**config.mk**
```make
export PLATFORM = sky130hd
export DESIGN_NAME = hazard_interlock_unit
export DESIGN_NICKNAME = d
export VERILOG_FILES = /design/src/rtl/hazard_interlock_unit.sv
export SDC_FILE = /design/constraint.sdc
export NUM_CORES = 1
export LEC_CHECK = 0
export BUFFER_PORTS_ARGS = -buffer_cell sky130_fd_sc_hd__buf_2
export CAP_MARGIN = 15
export CORE_MARGIN = 4
export CORE_UTILIZATION = 56
export CTS_CLUSTER_DIAMETER = 100
export DETAILED_ROUTE_END_ITERATION = 8
export MAX_ROUTING_LAYER = met4
export PLACE_DENSITY = 0.92
export RECOVER_POWER = 100
export SLEW_MARGIN = 40
export SYNTH_ARGS = -nofsm -noshare
export SYNTH_HDL_FRONTEND = slang
export SYNTH_SLANG_ARGS = --single-unit
```
**constraint.sdc**
```tcl
create_clock -name clk -period 5.15 [get_ports clk]
set_clock_uncertainty 0.05 [all_clocks]
set_input_delay 1.03 -clock clk [delete_from_list [all_inputs] [get_ports clk]]
set_output_delay 1.03 -clock clk [all_outputs]
set_load 0.005 [all_outputs]
```
**src/rtl/hazard_interlock_unit.sv**
```systemverilog
// Purpose: pipeline interlock for load-use, multi-cycle divide, taken-branch flush and data-memory waits.
// Latency: hold/bubble/flush controls are combinational in the same cycle; state and stall counter update on the clock edge.
// Backpressure: mem_busy freezes the whole pipeline and the divide sequencer until memory is ready again.
module hazard_interlock_unit #(
    parameter int DIV_CYCLES = 8
) (
    input  logic        clk,
    input  logic        reset,
    input  logic [4:0]  id_rs1,
    input  logic [4:0]  id_rs2,
    input  logic        id_rs1_used,
    input  logic        id_rs2_used,
    input  logic [4:0]  ex_rd,
    input  logic        ex_mem_read,
    input  logic        ex_div,
    input  logic        ex_branch_taken,
    input  logic        mem_busy,
    output logic        pc_hold,
    output logic        ifid_hold,
    output logic        ifid_flush,
    output logic        idex_hold,
    output logic        idex_bubble,
    output logic        exmem_hold,
    output logic        exmem_bubble,
    output logic        memwb_bubble,
    output logic        div_done,
    output logic [31:0] stall_count
);

    typedef enum logic {
        IDLE     = 1'b0,
        DIV_BUSY = 1'b1
    } state_t;

    // Remaining divide cycles after the start cycle; the start cycle itself is the first stall.
    localparam logic [7:0] DIV_LOAD = 8'(DIV_CYCLES - 1);

    state_t      state, state_nxt;
    logic [7:0]  div_cnt, div_cnt_nxt;
    logic [31:0] stall_cnt_q;
    logic        load_use;

    // Load-use needs a real destination (x0 never carries a dependency) matching an operand actually read.
    assign load_use = ex_mem_read && (ex_rd != 5'd0) &&
                      ((id_rs1_used && (id_rs1 == ex_rd)) ||
                       (id_rs2_used && (id_rs2 == ex_rd)));

    // Priority-ordered hazard resolution; higher rules mask lower ones, everything is quiet during reset.
    always_comb begin
        pc_hold      = 1'b0;
        ifid_hold    = 1'b0;
        ifid_flush   = 1'b0;
        idex_hold    = 1'b0;
        idex_bubble  = 1'b0;
        exmem_hold   = 1'b0;
        exmem_bubble = 1'b0;
        memwb_bubble = 1'b0;
        div_done     = 1'b0;
        state_nxt    = state;
        div_cnt_nxt  = div_cnt;
        if (reset) begin
            state_nxt   = IDLE;
            div_cnt_nxt = 8'd0;
        end else if (mem_busy) begin
            // Freeze everything up to MEM; MEM re-executes, so WB must not see a result yet.
            pc_hold      = 1'b1;
            ifid_hold    = 1'b1;
            idex_hold    = 1'b1;
            exmem_hold   = 1'b1;
            memwb_bubble = 1'b1;
        end else if (state == IDLE && ex_div) begin
            pc_hold      = 1'b1;
            ifid_hold    = 1'b1;
            idex_hold    = 1'b1;
            exmem_bubble = 1'b1;
            state_nxt    = DIV_BUSY;
            div_cnt_nxt  = DIV_LOAD;
        end else if (state == DIV_BUSY && div_cnt > 8'd1) begin
            pc_hold      = 1'b1;
            ifid_hold    = 1'b1;
            idex_hold    = 1'b1;
            exmem_bubble = 1'b1;
            div_cnt_nxt  = div_cnt - 8'd1;
        end else if (state == DIV_BUSY) begin
            // Last divide cycle: result is ready, let the pipeline advance.
            div_done    = 1'b1;
            state_nxt   = IDLE;
            div_cnt_nxt = 8'd0;
        end else if (ex_branch_taken) begin
            ifid_flush  = 1'b1;
            idex_bubble = 1'b1;
        end else if (load_use) begin
            pc_hold     = 1'b1;
            ifid_hold   = 1'b1;
            idex_bubble = 1'b1;
        end
    end

    // Divide sequencer state and counter.
    always_ff @(posedge clk or posedge reset) begin
        if (reset) begin
            state   <= IDLE;
            div_cnt <= 8'd0;
        end else begin
            state   <= state_nxt;
            div_cnt <= div_cnt_nxt;
        end
    end

    // Stall-cycle performance counter, wraps naturally at 32 bits.
    always_ff @(posedge clk or posedge reset) begin
        if (reset) begin
            stall_cnt_q <= 32'd0;
        end else if (pc_hold) begin
            stall_cnt_q <= stall_cnt_q + 32'd1;
        end
    end

    assign stall_count = stall_cnt_q;

endmodule

```
==> impl_metrics.csv, run 1 <==
group,metric,value,unit
floorplanning,core_area,0.00377,sq mm
placed_design,placed_cells,330,
worst_setup_path,worst_ep_required_time,4.07,ns
routing,vias,1967,
global_route,grt_pass1_wl,8870,um
sta,max_freq,267,MHz
synth,synth_xor_area_share,16.0,%
synth,synthTopCellsByCount,"41 x dfrtp_1, 31 x xnor2_1, 15 x nand3_1",
synth,ys_seq_elements,41,
worst_setup_path,start_kind,"input pin",
clocking,cts_buffer_depth,2,
global_route,grt_usage,22.7,%
floorplanning,die_h,71.4,um
placed_design,place.gp.congestion,0.874,
placed_design,port_buffers,63,
clocking,tritoncts,"done",
sta,finalSetupViolCount,0,
worst_setup_path,startpoint,"reset",
floorplanning,start_util,59.7,%
sta,period_needed,3.75,ns
clocking,h-tree-depth,2,
placed_design,place_hpwl,3840,um
worst_setup_path,end_kind,"output port",
synth,syn_inst,224,
finish,num-fill-cells,285,
sta,rsz0062_at_grt,"false",
clocking,post-cts-setup-buffer-count,0,
synth,syn-cell-area,0.00225,sq mm
floorplanning,rows,22,
sta,post-route-period-util,72.7,%
worst_setup_path,ff2ff_setup_slack,1.92,ns
floorplanning,die_area,0.00510,sq mm
routing,wl_per_cell,15.5,um
synth,ys_warn_count,0,
power_and_ir_drop,powerDensity,303,mW/mm^2
synth,synth_compound_area_share,8.73,%
routing,dr.first_iter.drc_count,127,
routing,drtPass1Iterations,4,
floorplanning,die_w,71.4,um
routing,drc,0,
synth,yosys.area_share.simple,24.3,%
synth,synth_seq_area_share,45.6,%
synth,synthMuxAreaShare,0.500,%
synth,synth_area_leaders,"dfrtp_1 46%, xnor2_1 12%, xor2_1 3.9%",
sta,max_slew_margin,14.6,%
finish,antenna_cells,0,
synth,synth_top_area_share,45.6,%
worst_hold_path,hp-class,"flop to flop",
clocking,path_clk_slew,0.08,ns
global_route,grt_max_degree,45,
synth,async_flop_share,100,%
sta,finalMaxSlewViolations,0,
synth,synth_adder_area_share,1.67,%
global_route,antenna_found_initial,0,
power_and_ir_drop,p_leak,0.00121,uW
synth,synthFlopType,"dfrtp_1",
synth,synth_cell_types,42,
synth,postSynthAreaPerCell,10.0,sq um
synth,synth_top_family_by_area,"simple AND/OR/NAND/NOR gates",
finish,fin_cells,338,
clocking,cts_resized,0,
worst_setup_path,arrival,2.67,ns
routing,routed_wl,5260,um
flow_run,drv_cap,0,
global_route,globalRouteOverflowTotal,0,
finish,syn_to_final_growth,16.7,%
power_and_ir_drop,peakVddDrop,168,uV
worst_setup_path,endpoint,"ifid_hold",
sta,final.setup.tns,0,ns
synth,yosysMostFrequentCell,"dfrtp_1",
synth,synth_largest_area_cell,"dfrtp_1",
clocking,cts_sinks,41,
worst_setup_path,rr_startpoint,"div_cnt[0]",
global_route,grt_pass1_vias,1901,
finish,nNetsFinal,315,
synth,synth_edf_count,0,
routing,antenna_left,0,
clocking,cts_buffers,5,
clocking,root_buffer,"clkbuf_8",
floorplanning,num_io_pins,64,
synth,synth_fp_nets,250,
worst_setup_path,reg2reg_to,"stall_count[23]",
clocking,clock_latency,0.30,ns
run_status,outcome,"complete, no violations",
sta,finalHoldViolCount,0,
worst_setup_path,crit_type,"input pin to output port",
worst_setup_path,worstPathMaxFanout,44,
finish,final_layout_size_suffix_gt1_share,20.7,%
sta,worstMarginPinSlew,1.28,ns
worst_setup_path,ff2ff_path_depth,8,
routing,routed_via_density,5.82,
clocking,cts_hold_buf,0,
## cell families after synthesis
family	Yosys count
muxes	1
adders and majority gates	3
AOI/OAI and AO/OA	28
and+or+nand+nor	96
buffers and inverters	14
DFF	41
xor gates and xnor gates	41
## through the flow
stage | utilization, % | instance area (sq um) | hold WS [ns] | total power [uW] | worst slack (ns)
2_1_floorplan | - | 2250 | 0.414 | 514 | 1.39
3_3_place_gp | 68.8 | 2590 | 0.407 | 576 | 1.58
3_5_place_dp | 68.9 | 2600 | 0.411 | 588 | 1.54
4_1_cts | 71.5 | 2700 | 0.426 | 811 | 1.53
5_1_grt | 69.6 | 2630 | 0.459 | 842 | 1.10
6_report | 69.6 | 2630 | 0.419 | 797 | 1.40
## state kept, by name, indices dropped and copies added (netlist names)
name and flops:
stall_count 32, div_cnt 8, state 1
## area by class of cell
cell class / count / area [sq um] / area share [%]
Inverter: 7 / 26.3 / 1.00
Tap cell: 48 / 60.1 / 2.29
Multi-Input combinational cell: 169 / 1110 / 42.3
Clock buffer: 6 / 82.6 / 3.14
Timing Repair Buffer: 65 / 307 / 11.7
Clock inverter: 2 / 13.8 / 0.524
Sequential cell: 41 / 1030 / 39.1
## worst min-delay path by stage
stage                          startpoint         endpoint  slack [ns]  cells after the start
after CTS                 stall_count[31]  stall_count[31]        0.43                      1
after global placement    stall_count[31]  stall_count[31]        0.41                      1
after global routing      stall_count[17]  stall_count[17]        0.46                      1
after detailed placement  stall_count[31]  stall_count[31]        0.41                      1
final                     stall_count[31]  stall_count[31]        0.42                      1
after floorplan                div_cnt[3]       div_cnt[3]        0.41                      2
## worst max-delay path, stage by stage
cell and delay [ns]:
clkbuf_1 0.15, inv_1 0.08, buf_4 0.45, o21ai_0 0.37
o31ai_4 0.13, buf_4 0.28, buf_2 0.16
## cells in the final DEF (no fill, tap or decap), types with 2 or more instances in the layout
master	netlist	final
nor2b_1	2	2
clkbuf_2	0	2
nand4_1	11	11
nand2b_1	4	4
clkbuf_1	1	18
buf_4	3	2
nor3_1	4	3
clkbuf_8	0	6
xnor2_1	31	31
xor2_1	10	10
o21ai_0	11	13
and4_1	2	2
dfrtp_1	41	41
and3_1	12	12
ha_1	3	3
buf_2	2	42
and2_0	1	2
a31oi_1	4	4
nand2_1	14	14
nor4_1	4	4
inv_1	7	7
nor2_1	14	14
nand3_1	15	21
a21oi_1	2	2
## where the power goes
part           total [uW]  internal, uW  leakage, uW  switching [uW]
registers             404           353     0.000556            51.1
logic                 172          74.5     0.000608            97.1
clock network         221           109    0.0000512             113
total                 797           536      0.00121             261
## layer usage
metal | share of wire, % | up-vias | track usage, % | wire [um]
met5 | 0 | - | - | 0
met4 | 2.2 | 0 | 8.77 | 118
met3 | 6.6 | 11 | 4.63 | 348
met2 | 50 | 79 | 36.0 | 2640
met1 | 41 | 951 | 28.5 | 2150
li1 | - | 926 | - | -
Note: power is estimated with default switching activity, not from simulation.
==> run 2: changes to the inputs <==
ABC_AREA = 1   (was default)
CORE_UTILIZATION = 50   (was 56)
PLACE_DENSITY = 0.84   (was 0.92)
clock period = 3.3 ns   (was 5.15 ns; I/O delays follow)
==> run 2 against run 1 <==
Effect of this change: the run now ends with capacitance limit, slew limit left; worst setup slack lost 0.95 ns; area after synthesis is 36% higher; non-clock buffer count up 2; wire length is 43% higher; register-to-register slack got worse by 1.1 ns; flip-flop and latch count stayed put; via count rose by 59%; final cell count is 82% higher; core utilization shrank 11 points; combinational power rose to 3.4 times the previous value; critical path type is now flop to output port; critical endpoint unchanged; largest cell class unchanged.
==> impl_metrics.csv, run 2 <==
group,metric,value,unit
worst_setup_path,ff2ff_setup_slack,0.80,ns
sta,hold_slack,0.497,ns
worst_hold_path,hold-path-cell-count,2,
worst_setup_path,arrival,2.13,ns
worst_setup_path,worstPathMaxFanout,22,
synth,syn_inst,477,
power_and_ir_drop,switching_share,39.7,%
run_status,outcome,"finished, violations left",
sta,finalMaxSlewViolations,42,
clocking,cts_hold_buf,0,
global_route,grt_max_degree,42,
run_status,violations,"capacitance limit, slew limit",
synth,syn-cell-area,0.00307,sq mm
finish,largest_reg_flops,32,
clocking,cts_buffer_depth,2,
synth,synthFlopType,"dfrtp_1",
worst_setup_path,rr_startpoint,"div_cnt[0]",
worst_setup_path,crit_slowest_cell,"dfrtp_1",
power_and_ir_drop,p_sw,628,uW
floorplanning,rows,28,
global_route,grt_usage,22.1,%
clocking,h-tree-depth,2,
floorplanning,core_area,0.00592,sq mm
sta,finalSetupViolCount,0,
finish,layout_commonest_cell,"nand2_1",
sta,max_slew_margin,-45.9,%
worst_setup_path,critPathMaxStageDelay,0.41,ns
clocking,root_buffer,"clkbuf_8",
floorplanning,die_h,86.3,um
floorplanning,start_util,51.8,%
floorplanning,die_area,0.00745,sq mm
sta,period_needed,2.84,ns
power_and_ir_drop,peakVddDrop,338,uV
synth,ys_seq_elements,41,
routing,routed_wl,7520,um
worst_setup_path,crit_chain,"inv_1 > ha_1 > nor2_1 > nor2_1 > nand3_1 > nand2_1 > nand2_1 > nor2_8 > nand2_1 > buf_2",
routing,drc,0,
routing,vias,3136,
floorplanning,num_io_pins,64,
power_and_ir_drop,p_seq_share,42.2,%
worst_setup_path,ff2ff_path_depth,12,
finish,syn_to_final_growth,12.4,%
flow_run,drv_cap,1,
power_and_ir_drop,powerDensity,459,mW/mm^2
synth,synth_edf_count,0,
finish,nNetsFinal,566,
clocking,post-cts-setup-buffer-count,0,
worst_setup_path,end_kind,"output port",
synth,synth_top_area_share,33.5,%
clocking,cts_resized,0,
routing,antenna_left,0,
placed_design,port_buffers,63,
placed_design,place_hpwl,5940,um
sta,rsz0062_at_grt,"false",
synth,synth_cell_types,29,
worst_setup_path,cp_common_cell,"nand2_1",
power_and_ir_drop,pwr-share-clk,21.0,%
routing,wl_per_cell,12.2,um
finish,final_cell_mix,"194 x nand2_1, 59 x nor2_1, 50 x inv_1",
sta,worstMarginPinSlew,2.19,ns
synth,ys_warn_count,0,
synth,async_flop_share,100,%
sta,max_freq,352,MHz
routing,dr.first_iter.drc_count,230,
placed_design,place.gp.congestion,0.958,
global_route,antenna_found_initial,0,
finish,antenna_cells,0,
sta,post-route-period-util,86.1,%
sta,finalHoldViolCount,0,
worst_setup_path,worst_ep_required_time,2.59,ns
global_route,grt_pass1_wl,13100,um
synth,postSynthAreaPerCell,6.43,sq um
clocking,cts_sinks,41,
power_and_ir_drop,p_leak,0.00181,uW
synth,synth_area_leaders,"dfrtp_1 33%, nand2_1 23%, nand3_1 7.8%",
clocking,tritoncts,"done",
synth,synth_seq_area_share,33.5,%
synth,synthTopCellsByCount,"190 x nand2_1, 59 x nor2_1, 49 x inv_1",
global_route,globalRouteOverflowTotal,0,
worst_hold_path,hp-class,"flop to flop",
placed_design,placed_cell_area,0.00342,sq mm
power_and_ir_drop,power_frac_comb,36.8,%
worst_setup_path,crit_type,"flop to output port",
finish,final_layout_size_suffix_gt1_share,12.0,%
finish,fin_area,0.00344,sq mm
global_route,grt_pass1_vias,2957,
worst_setup_path,start_kind,"flop",
synth,synth_fp_nets,503,
routing,drtPass1Iterations,5,
worst_setup_path,reg2reg_to,"stall_count[13]",
routing,routed_via_density,5.10,
worst_setup_path,startpoint,"div_cnt[0]",
synth,yosysMostFrequentCell,"nand2_1",
power_and_ir_drop,p_int,953,uW
clocking,clock_latency,0.30,ns
sta,final.setup.tns,0,ns
worst_hold_path,min_from,"div_cnt[4]",
clocking,cts_buffers,5,
worst_hold_path,whs_endpoint,"div_cnt[4]",
finish,final_util,58.2,%
power_and_ir_drop,fin_total_pwr,1580,uW
synth,synth_largest_area_cell,"dfrtp_1",
clocking,path_clk_slew,0.08,ns
floorplanning,die_w,86.3,um
[run 2: critical path, delay by kind of cell, from the launching register on]
family        cells  cell delay, ns
simple gates      7            0.97
flops             1            0.41
fa+ha+maj         1            0.22
buf+inv           2            0.24
[run 2: area by class of cell]
type                            count  area [sq um]
Sequential cell                    41          1030
Inverter                           54           203
Multi-Input combinational cell    371          1730
Clock buffer                        7          86.3
Fill cell                         579          2480
Tap cell                           75          93.8
Timing Repair Buffer               67           309
[run 2: per-stage QoR]
step           worst slack, ns  cells
2_1_floorplan            0.751    477
3_3_place_gp             0.982    608
3_5_place_dp             0.912    608
6_report                 0.458    615
4_1_cts                  0.581    615
5_1_grt                  0.204    615
[run 2: cell families (layout without fill, tap and decap cells)]
logic type | Yosys count | count (layout) | synth area share, %
fa+ha+maj | 3 | 3 | 1.22
flops | 41 | 41 | 33.5
simple gates | 339 | 339 | 48.6
xor+xnor | 20 | 20 | 5.71
compound gates | 9 | 9 | 1.59
buf+inv | 65 | 128 | 9.43
[run 2: worst max-delay path by stage]
| stage | to | slack [ns] | depth (start not counted) |
|---|---|---|---|
| finish | ifid_hold | 0.46 | 10 |
| global route | ifid_hold | 0.20 | 10 |
| CTS | pc_hold | 0.58 | 10 |
| detailed placement | pc_hold | 0.91 | 10 |
| global placement | idex_hold | 0.98 | 10 |
| floorplan | pc_hold | 0.75 | 7 |
[run 2: routing by layer]
metal | global-route usage, % | up-vias | routed length, um
met1 | 27.7 | 1421 | 3280
met5 | - | - | 0
met3 | 2.57 | 11 | 500
met4 | 6.23 | 0 | 113
met2 | 37.7 | 103 | 3630
li1 | - | 1601 | -
[run 2: power by group through the flow]
stage          logic (uW)  clock network (uW)  registers, uW
6_report              582                 332            667
2_1_floorplan         483                   0            661
5_1_grt               669                 360            684
4_1_cts               614                 340            667
3_3_place_gp          582                   0            672
3_5_place_dp          613                   0            676
